File: config.mk
export PLATFORM = sky130hd
export DESIGN_NAME = arb_request_stage
export DESIGN_NICKNAME = d
export VERILOG_FILES = /design/src/rtl/arb_request_stage.sv
export SDC_FILE = /design/constraint.sdc
export NUM_CORES = 1
export LEC_CHECK = 0
export CORE_ASPECT_RATIO = 1.1
export CORE_MARGIN = 2
export CORE_UTILIZATION = 28
export CTS_CLUSTER_SIZE = 12
export DETAILED_ROUTE_END_ITERATION = 10
export DONT_BUFFER_PORTS = 1
export GPL_ROUTABILITY_DRIVEN = 0
export GPL_TIMING_DRIVEN = 0
export SYNTH_ARGS = -nofsm -noshare
export SYNTH_HDL_FRONTEND = slang
export SYNTH_SLANG_ARGS = --single-unit
export TNS_END_PERCENT = 1
File: constraint.sdc
create_clock -name clk -period 3.85 [get_ports clk]
set_clock_uncertainty 0.1 [all_clocks]
set_input_delay 0.5775 -clock clk [delete_from_list [all_inputs] [get_ports clk]]
set_output_delay 0.5775 -clock clk [all_outputs]
set_load 0.02 [all_outputs]
File: src/rtl/arb_request_stage.sv
// arb_request_stage: two-channel request front-end (held requests, aged priority, hold timeout, release gap)
// Optional ARB_REQ_QUEUE_EN: one-deep pending request per channel, re-armed straight out of RELEASE.
module arb_request_stage #(
  parameter int AGE_CYCLES = 8,
  parameter int MAX_HOLD   = 16
) (
  input  logic       clk,
  input  logic       rst,
  input  logic       req_a,
  input  logic       done_a,
  input  logic [1:0] base_pa,
  input  logic       req_b,
  input  logic       done_b,
  input  logic [1:0] base_pb,
  input  logic       ga,
  input  logic       gb,
  output logic       ra,
  output logic       rb,
  output logic [1:0] PA,
  output logic [1:0] PB,
  output logic       own_a,
  output logic       own_b,
  output logic       timeout_a,
  output logic       timeout_b
);
  localparam int AW = AGE_CYCLES > 1 ? $clog2(AGE_CYCLES) : 1;
  localparam int HW = MAX_HOLD > 1 ? $clog2(MAX_HOLD) : 1;
  typedef enum logic [1:0] {IDLE, WAIT, OWN, RELEASE} state_t;
  logic       req_v[2], done_v[2], g_v[2];
  logic [1:0] base_v[2];
  logic       r_q[2], own_q[2], to_q[2];
  logic [1:0] p_q[2];
  assign req_v[0]  = req_a;
  assign req_v[1]  = req_b;
  assign done_v[0] = done_a;
  assign done_v[1] = done_b;
  assign g_v[0]    = ga;
  assign g_v[1]    = gb;
  assign base_v[0] = base_pa;
  assign base_v[1] = base_pb;
  assign ra        = r_q[0];
  assign rb        = r_q[1];
  assign PA        = p_q[0];
  assign PB        = p_q[1];
  assign own_a     = own_q[0];
  assign own_b     = own_q[1];
  assign timeout_a = to_q[0];
  assign timeout_b = to_q[1];
  for (genvar c = 0; c < 2; c++) begin : g_ch
    state_t        st, st_n;
    logic [AW-1:0] age, age_n;
    logic [HW-1:0] hold, hold_n;
    logic [1:0]    p_n;
    logic          to_n;
`ifdef ARB_REQ_QUEUE_EN
    logic          pend, pend_n;
`endif
    always_comb begin
      st_n   = st;
      age_n  = age;
      hold_n = hold;
      p_n    = p_q[c];
      to_n   = 1'b0;
`ifdef ARB_REQ_QUEUE_EN
      pend_n = pend | (req_v[c] && st != IDLE);
`endif
      case (st)
        IDLE:
          if (req_v[c]) begin
            st_n  = WAIT;
            p_n   = base_v[c];
            age_n = '0;
          end
        WAIT:
          if (done_v[c]) begin
            st_n = IDLE;
            p_n  = '0;
`ifdef ARB_REQ_QUEUE_EN
            pend_n = 1'b0;
`endif
          end else if (g_v[c]) begin
            st_n   = OWN;
            hold_n = '0;
          end else if (age == AW'(AGE_CYCLES - 1)) begin
            age_n = '0;
            p_n   = p_q[c] == 2'd3 ? 2'd3 : p_q[c] + 2'd1;
          end else begin
            age_n = age + 1'b1;
          end
        OWN:
          if (done_v[c] || hold == HW'(MAX_HOLD - 1)) begin
            st_n = RELEASE;
            p_n  = '0;
            to_n = ~done_v[c];
          end else begin
            hold_n = hold + 1'b1;
          end
        default: begin
          st_n = IDLE;
`ifdef ARB_REQ_QUEUE_EN
          // a req arriving during the release cycle itself is queued too
          if (pend_n) begin
            st_n   = WAIT;
            p_n    = base_v[c];
            age_n  = '0;
            pend_n = 1'b0;
          end
`endif
        end
      endcase
    end
    always_ff @(posedge clk) begin
      if (rst) begin
        st       <= IDLE;
        age      <= '0;
        hold     <= '0;
        p_q[c]   <= '0;
        r_q[c]   <= 1'b0;
        own_q[c] <= 1'b0;
        to_q[c]  <= 1'b0;
      end else begin
        st       <= st_n;
        age      <= age_n;
        hold     <= hold_n;
        p_q[c]   <= p_n;
        r_q[c]   <= st_n == WAIT || st_n == OWN;
        own_q[c] <= st_n == OWN;
        to_q[c]  <= to_n;
      end
    end
`ifdef ARB_REQ_QUEUE_EN
    always_ff @(posedge clk) pend <= rst ? 1'b0 : pend_n;
`endif
  end
endmodule

==> Yosys cells after proc, flatten, opt, wreduce, memory -nomap -nowiden <==
Memory sizes are Yosys's and may differ from the RTL's.
Index checks and enable logic that the tools add are counted.
{ "totals": {"reg_bits": 18, "ramBits": 10, "out_inout_bits": 10, "word_cells": 121, "n_memories": 4} }
{ "memory_table": {"columns": ["name", "depth", "word_bits", "rd", "rd_ports_with_merged_regs", "write_ports", "line", "source"], "rows": [
  ["p_q", 2, 2, 2, 0, 2, "32", "logic [1:0] p_q[2];"],
  ["own_q", 2, 1, 2, 0, 2, "31", "logic r_q[2], own_q[2], to_q[2];"],
  ["r_q", 2, 1, 2, 0, 2, "31", null],
  ["to_q", 2, 1, 2, 0, 2, "31", null]
]} }
{ "op_classes": {"n_addsub": 6, "eq_ne": 24, "n_mux": 57, "bitwise_logic": 10, "n_reduce_logical": 14} }
{ "op_table": {"columns": ["cell", "n"], "rows": [
  ["2-bit 2-to-1 mux", 22],
  ["3-bit 2-to-1 mux", 8],
  ["4-bit 2-to-1 mux", 6],
  ["2-bit case mux with 3 select lines", 4],
  ["2-bit != test (second input constant)", 10],
  ["4-bit case mux with 2 select lines", 2],
  ["4-bit AND reduction", 4],
  ["1-bit 2-to-1 mux", 13],
  ["2-bit == test (second input constant)", 6],
  ["3-bit case mux with 2 select lines", 2],
  ["4-bit by 1-bit adder with 4-bit output (second input constant)", 2],
  ["2-bit by 1-bit == test with 1-bit output (second input constant)", 4],
  ["4-bit == test (second input constant)", 2],
  ["1-bit bitwise OR", 8],
  ["2-bit nonzero test", 4],
  ["3-bit by 1-bit adder with 3-bit output (second input constant)", 2],
  ["3-bit == test (second input constant)", 2],
  ["2-bit by 1-bit adder with 2-bit output (second input constant)", 2],
  ["2-bit zero test", 2],
  ["1-bit logical OR", 4],
  ["1-bit inverter", 2]
]} }

==> Depth between registers and ports, before layout <==
{ "depth": {"word_depth": 7, "mapped_depth": 7} }

==> Worst setup path after synthesis <==
Ideal clock, no wire load.
{ "synth_timing": {"path_kind": "register -> register", "startpoint": "reg g_ch[1].st[1]", "endpoint": "mem r_q[1]", "arrival_time_ns": 1.577, "t_required_ns": 3.686, "setup_slack_ns": 2.109, "stages_incl_launch_ff": 8, "path_buffers": 0, "period_less_slack_ns": 1.741, "cell_sequence": "dfxtp_1 inv_1 ha_1 nor3b_4 nor3_1 a211o_1 ha_1 nor2_1"} }
{ "synth_rtl": {"columns": ["item", "line", "source"], "rows": [
  ["start, declared", "50", "state_t st, st_n;"],
  ["start signal, assigned", "122", "st <= st_n;"],
  ["end, declared", "31", null]
]} }

==> impl_table.tex <==
\begin{tabular}{lr}
\hline
Metric & Value \\
\hline
\multicolumn{2}{l}{\textbf{Power and ir drop}} \\
Switching share of total power & 0.292 \\
Combinational cell fraction of total power & 0.209 \\
Portion of total power attributed to the clock network & 0.274 \\
Share of power burned in registers & 0.517 \\
Leakage power & 0.674 nW \\
PD cells & 380 nW/um\^{}2 \\
Maximum VDD drop & 0.208 mV \\
PnR Total Power & 0.662 mW \\
Switching power & 0.193 mW \\
Internal power consumption & 0.469 mW \\
\multicolumn{2}{l}{\textbf{Timing}} \\
Max-slew headroom at the worst pin & 0.635 \\
Post-Route Setup TNS & 0 ps \\
Final-report max-slew violation count & 0 \\
Number of failing setup endpoints in the final timing report & 0 \\
Final Hold Violating Endpoints & 0 \\
Slack of the critical path & 1890 ps \\
Final worst-path cycle share & 0.510 \\
Unrepaired setup endpoints after global routing & no \\
Transition time at the pin with the least slew margin & 548 ps \\
Worst hold slack & 278 ps \\
Post-layout minimum cycle time & 1960 ps \\
Fmax achieved & 0.509 GHz \\
\multicolumn{2}{l}{\textbf{Clock network}} \\
Number of hold buffers added after CTS & 0 \\
Skew-Pair Late Insertion Delay & 270 ps \\
Clock-pin transition on the worst setup and hold timing paths & 90 ps \\
Max Buffers Root-to-Sink & 2 \\
Sink count of the clock tree & 28 \\
CTS buffer count & 3 \\
CTS H-tree lvls & 1 \\
Post-cts repair resize count & 0 \\
Buffers inserted during post-CTS setup optimization & 0 \\
Cell at the root of the clock tree & clkbuf\_8 \\
CTS tree & built \\
\multicolumn{2}{l}{\textbf{Detailed routing}} \\
Final Routed Wirelength & 3.09 mm \\
Via count normalized by instance count & 4.92 \\
Average wire per standard cell & 12.4 um \\
Total vias in the final route & 1,225 \\
Post-DRT Antenna Nets & 0 \\
Starting DRT DRC Count & 69 \\
Remaining routing DRC violations & 0 \\
Number of optimization iterations in the first detailed-route pass & 4 \\
\multicolumn{2}{l}{\textbf{Floorplan}} \\
Starting density of the core & 0.294 \\
DIE AREA & 6310 um\^{}2 \\
Die width & 75.9 um \\
Num ports & 22 \\
Area inside the core boundary & 5430 um\^{}2 \\
Die height & 83.1 um \\
Number of core rows & 28 \\
\multicolumn{2}{l}{\textbf{Global route}} \\
Via count of the first global-routing pass & 1,170 \\
Antenna violations before repair & 0 \\
GR Util All Layers & 0.101 \\
Remaining Overflow, GRT & 0 \\
Pin count of the biggest net entering global routing & 16 \\
Global-route wire length before repair & 5.29 mm \\
\multicolumn{2}{l}{\textbf{Yosys}} \\
Distinct cell type count of the synthesized netlist & 45 \\
Number of enable flip-flop cells after synthesis & 0 \\
Cell accounting for the most synthesized area & dfxtp\_1 \\
Top cell types by occurrence after synthesis & dfxtp\_1 (28), ha\_1 (18), a21oi\_1 (13) \\
Gate count after technology mapping & 170 \\
Synth Net Count & 200 \\
Most common cell in the netlist & dfxtp\_1 \\
Post-synth top flop & dfxtp\_1 \\
Cell Area, Synth & 1590 um\^{}2 \\
Synth Register Bits & 28 \\
Fraction of registers with async set or reset after synthesis & 0 \\
Post-synth top area share & 0.352 \\
Average instance area after synthesis & 9.38 um\^{}2 \\
Total of warnings raised by yosys & 0 \\
Sequential area share after synthesis & 0.352 \\
Ranking of synthesized cells by area & dfxtp\_1 (35\%), ha\_1 (14\%), a21oi\_1 (4.1\%), nand2b\_1 (3.9\%), nor2b\_1 (3.9\%) \\
\multicolumn{2}{l}{\textbf{Critical path}} \\
Critical-path maximum fanout & 8 \\
Startpoint type of the worst setup path & flip-flop \\
Type of destination of the critical path & flip-flop \\
CP Data Arrival Time & 2080 ps \\
Flop2flop setup slack & 1890 ps \\
Kind of critical path & reg2reg \\
FF-to-FF path depth & 7 \\
Worst endpoint required time & 3970 ps \\
\multicolumn{2}{l}{\textbf{Min path}} \\
Worst hold path stage count & 1 \\
Hold Crit Class & in2reg \\
\multicolumn{2}{l}{\textbf{Cells and area}} \\
Number of fill cells & 585 \\
Proportion of layout cells with a drive suffix above 1 & 0.0977 \\
Area added between synthesis and finish & 9.34\% \\
Diodes inserted & 0 \\
Layout net count & 205 \\
Post-route cell area & 1740 um\^{}2 \\
\multicolumn{2}{l}{\textbf{Place}} \\
PortBufs & 0 \\
Half-perimeter wire length of the detailed placement result & 2.33 mm \\
Minimum setup slack after placement & 1920 ps \\
Post-detailed-placement cell area & 1690 um\^{}2 \\
\multicolumn{2}{l}{\textbf{Outcome}} \\
Status & finished clean \\
\multicolumn{2}{l}{\textbf{Flow run}} \\
Count of maximum capacitance violations & 0 \\
\hline
\end{tabular}
-- registers in the layout (all words and copies together), names as in the netlist --
| register | flops |
|---|---|
| g_ch.st | 4 |
| own_q | 2 |
| to_q | 2 |
| p_q | 4 |
| g_ch.age | 6 |
| r_q | 2 |
| g_ch.hold | 8 |
-- layout by cell type, fill, tap and decap left out, drive strengths merged, types with 3 or more instances in the layout --
master and n:
clkbuf 5, nor3 5, a31oi 3, nor2b 11, inv 11, nor2 9, nand2 6, dfxtp 28
o21ai 10, nand2b 10, a21oi 13, nand3 3, nor3b 3, ha 18, or4b 3
-- final timing paths --
| kind | from | endpoint |
|---|---|---|
| max | g_ch[1].st[1] | r_q[1] |
| min reg2reg | g_ch[0].age[1] | g_ch[0].age[1] |
| max reg2reg | g_ch[1].st[1] | r_q[1] |
| min | done_a | to_q[0] |
-- layout make-up --
class                   count  area, um^2  share of cell area
flip-flops and latches     28         561               0.322
inverters                  11        41.3              0.0237
plain buffers               2        15.0             0.00861
well taps                  75        93.8              0.0538
multi-input cells         129         977               0.561
clock buffers               4        55.1              0.0316
-- power by group through the flow --
stage | Sequential (mW) | Combinational (mW) | Clock (mW)
4_1_cts | 0.343 | 0.140 | 0.192
3_5_place_dp | 0.349 | 0.139 | 0
3_3_place_gp | 0.349 | 0.138 | 0
5_1_grt | 0.346 | 0.159 | 0.202
2_1_floorplan | 0.344 | 0.117 | 0
6_report | 0.342 | 0.138 | 0.181
-- stage by stage --
stage | utilization | cells
3_3_place_gp | 0.311 | 245
2_1_floorplan | - | 170
6_report | 0.321 | 249
3_5_place_dp | 0.311 | 245
5_1_grt | 0.321 | 249
4_1_cts | 0.321 | 249
-- critical path: stages, from the launching register on --
cell and delay (ps):
dfxtp_1 380, inv_1 100, ha_1 290, nor3b_4 280
nor3_1 80, a211o_1 290, ha_1 290, nor2_1 100
-- cell families after synthesis --
logic type | after synthesis | synth area share
buffers and inverters | 13 | 0.0353
flip-flops | 28 | 0.352
multiplexers | 1 | 0.00706
AND/OR/NAND/NOR | 64 | 0.261
adder cells (fa/ha/maj) | 18 | 0.141
AO/OA/AOI/OAI | 46 | 0.203
-- layer usage --
metal / up-vias / share of wire / GRT usage
li1: 631 / - / -
met1: 572 / 0.48 / 0.122
met2: 22 / 0.47 / 0.172
met3: 0 / 0.054 / 0.0337
met4: 0 / 0 / 0.0248
met5: - / 0 / 0
Power figures use the tool's default switching activity.
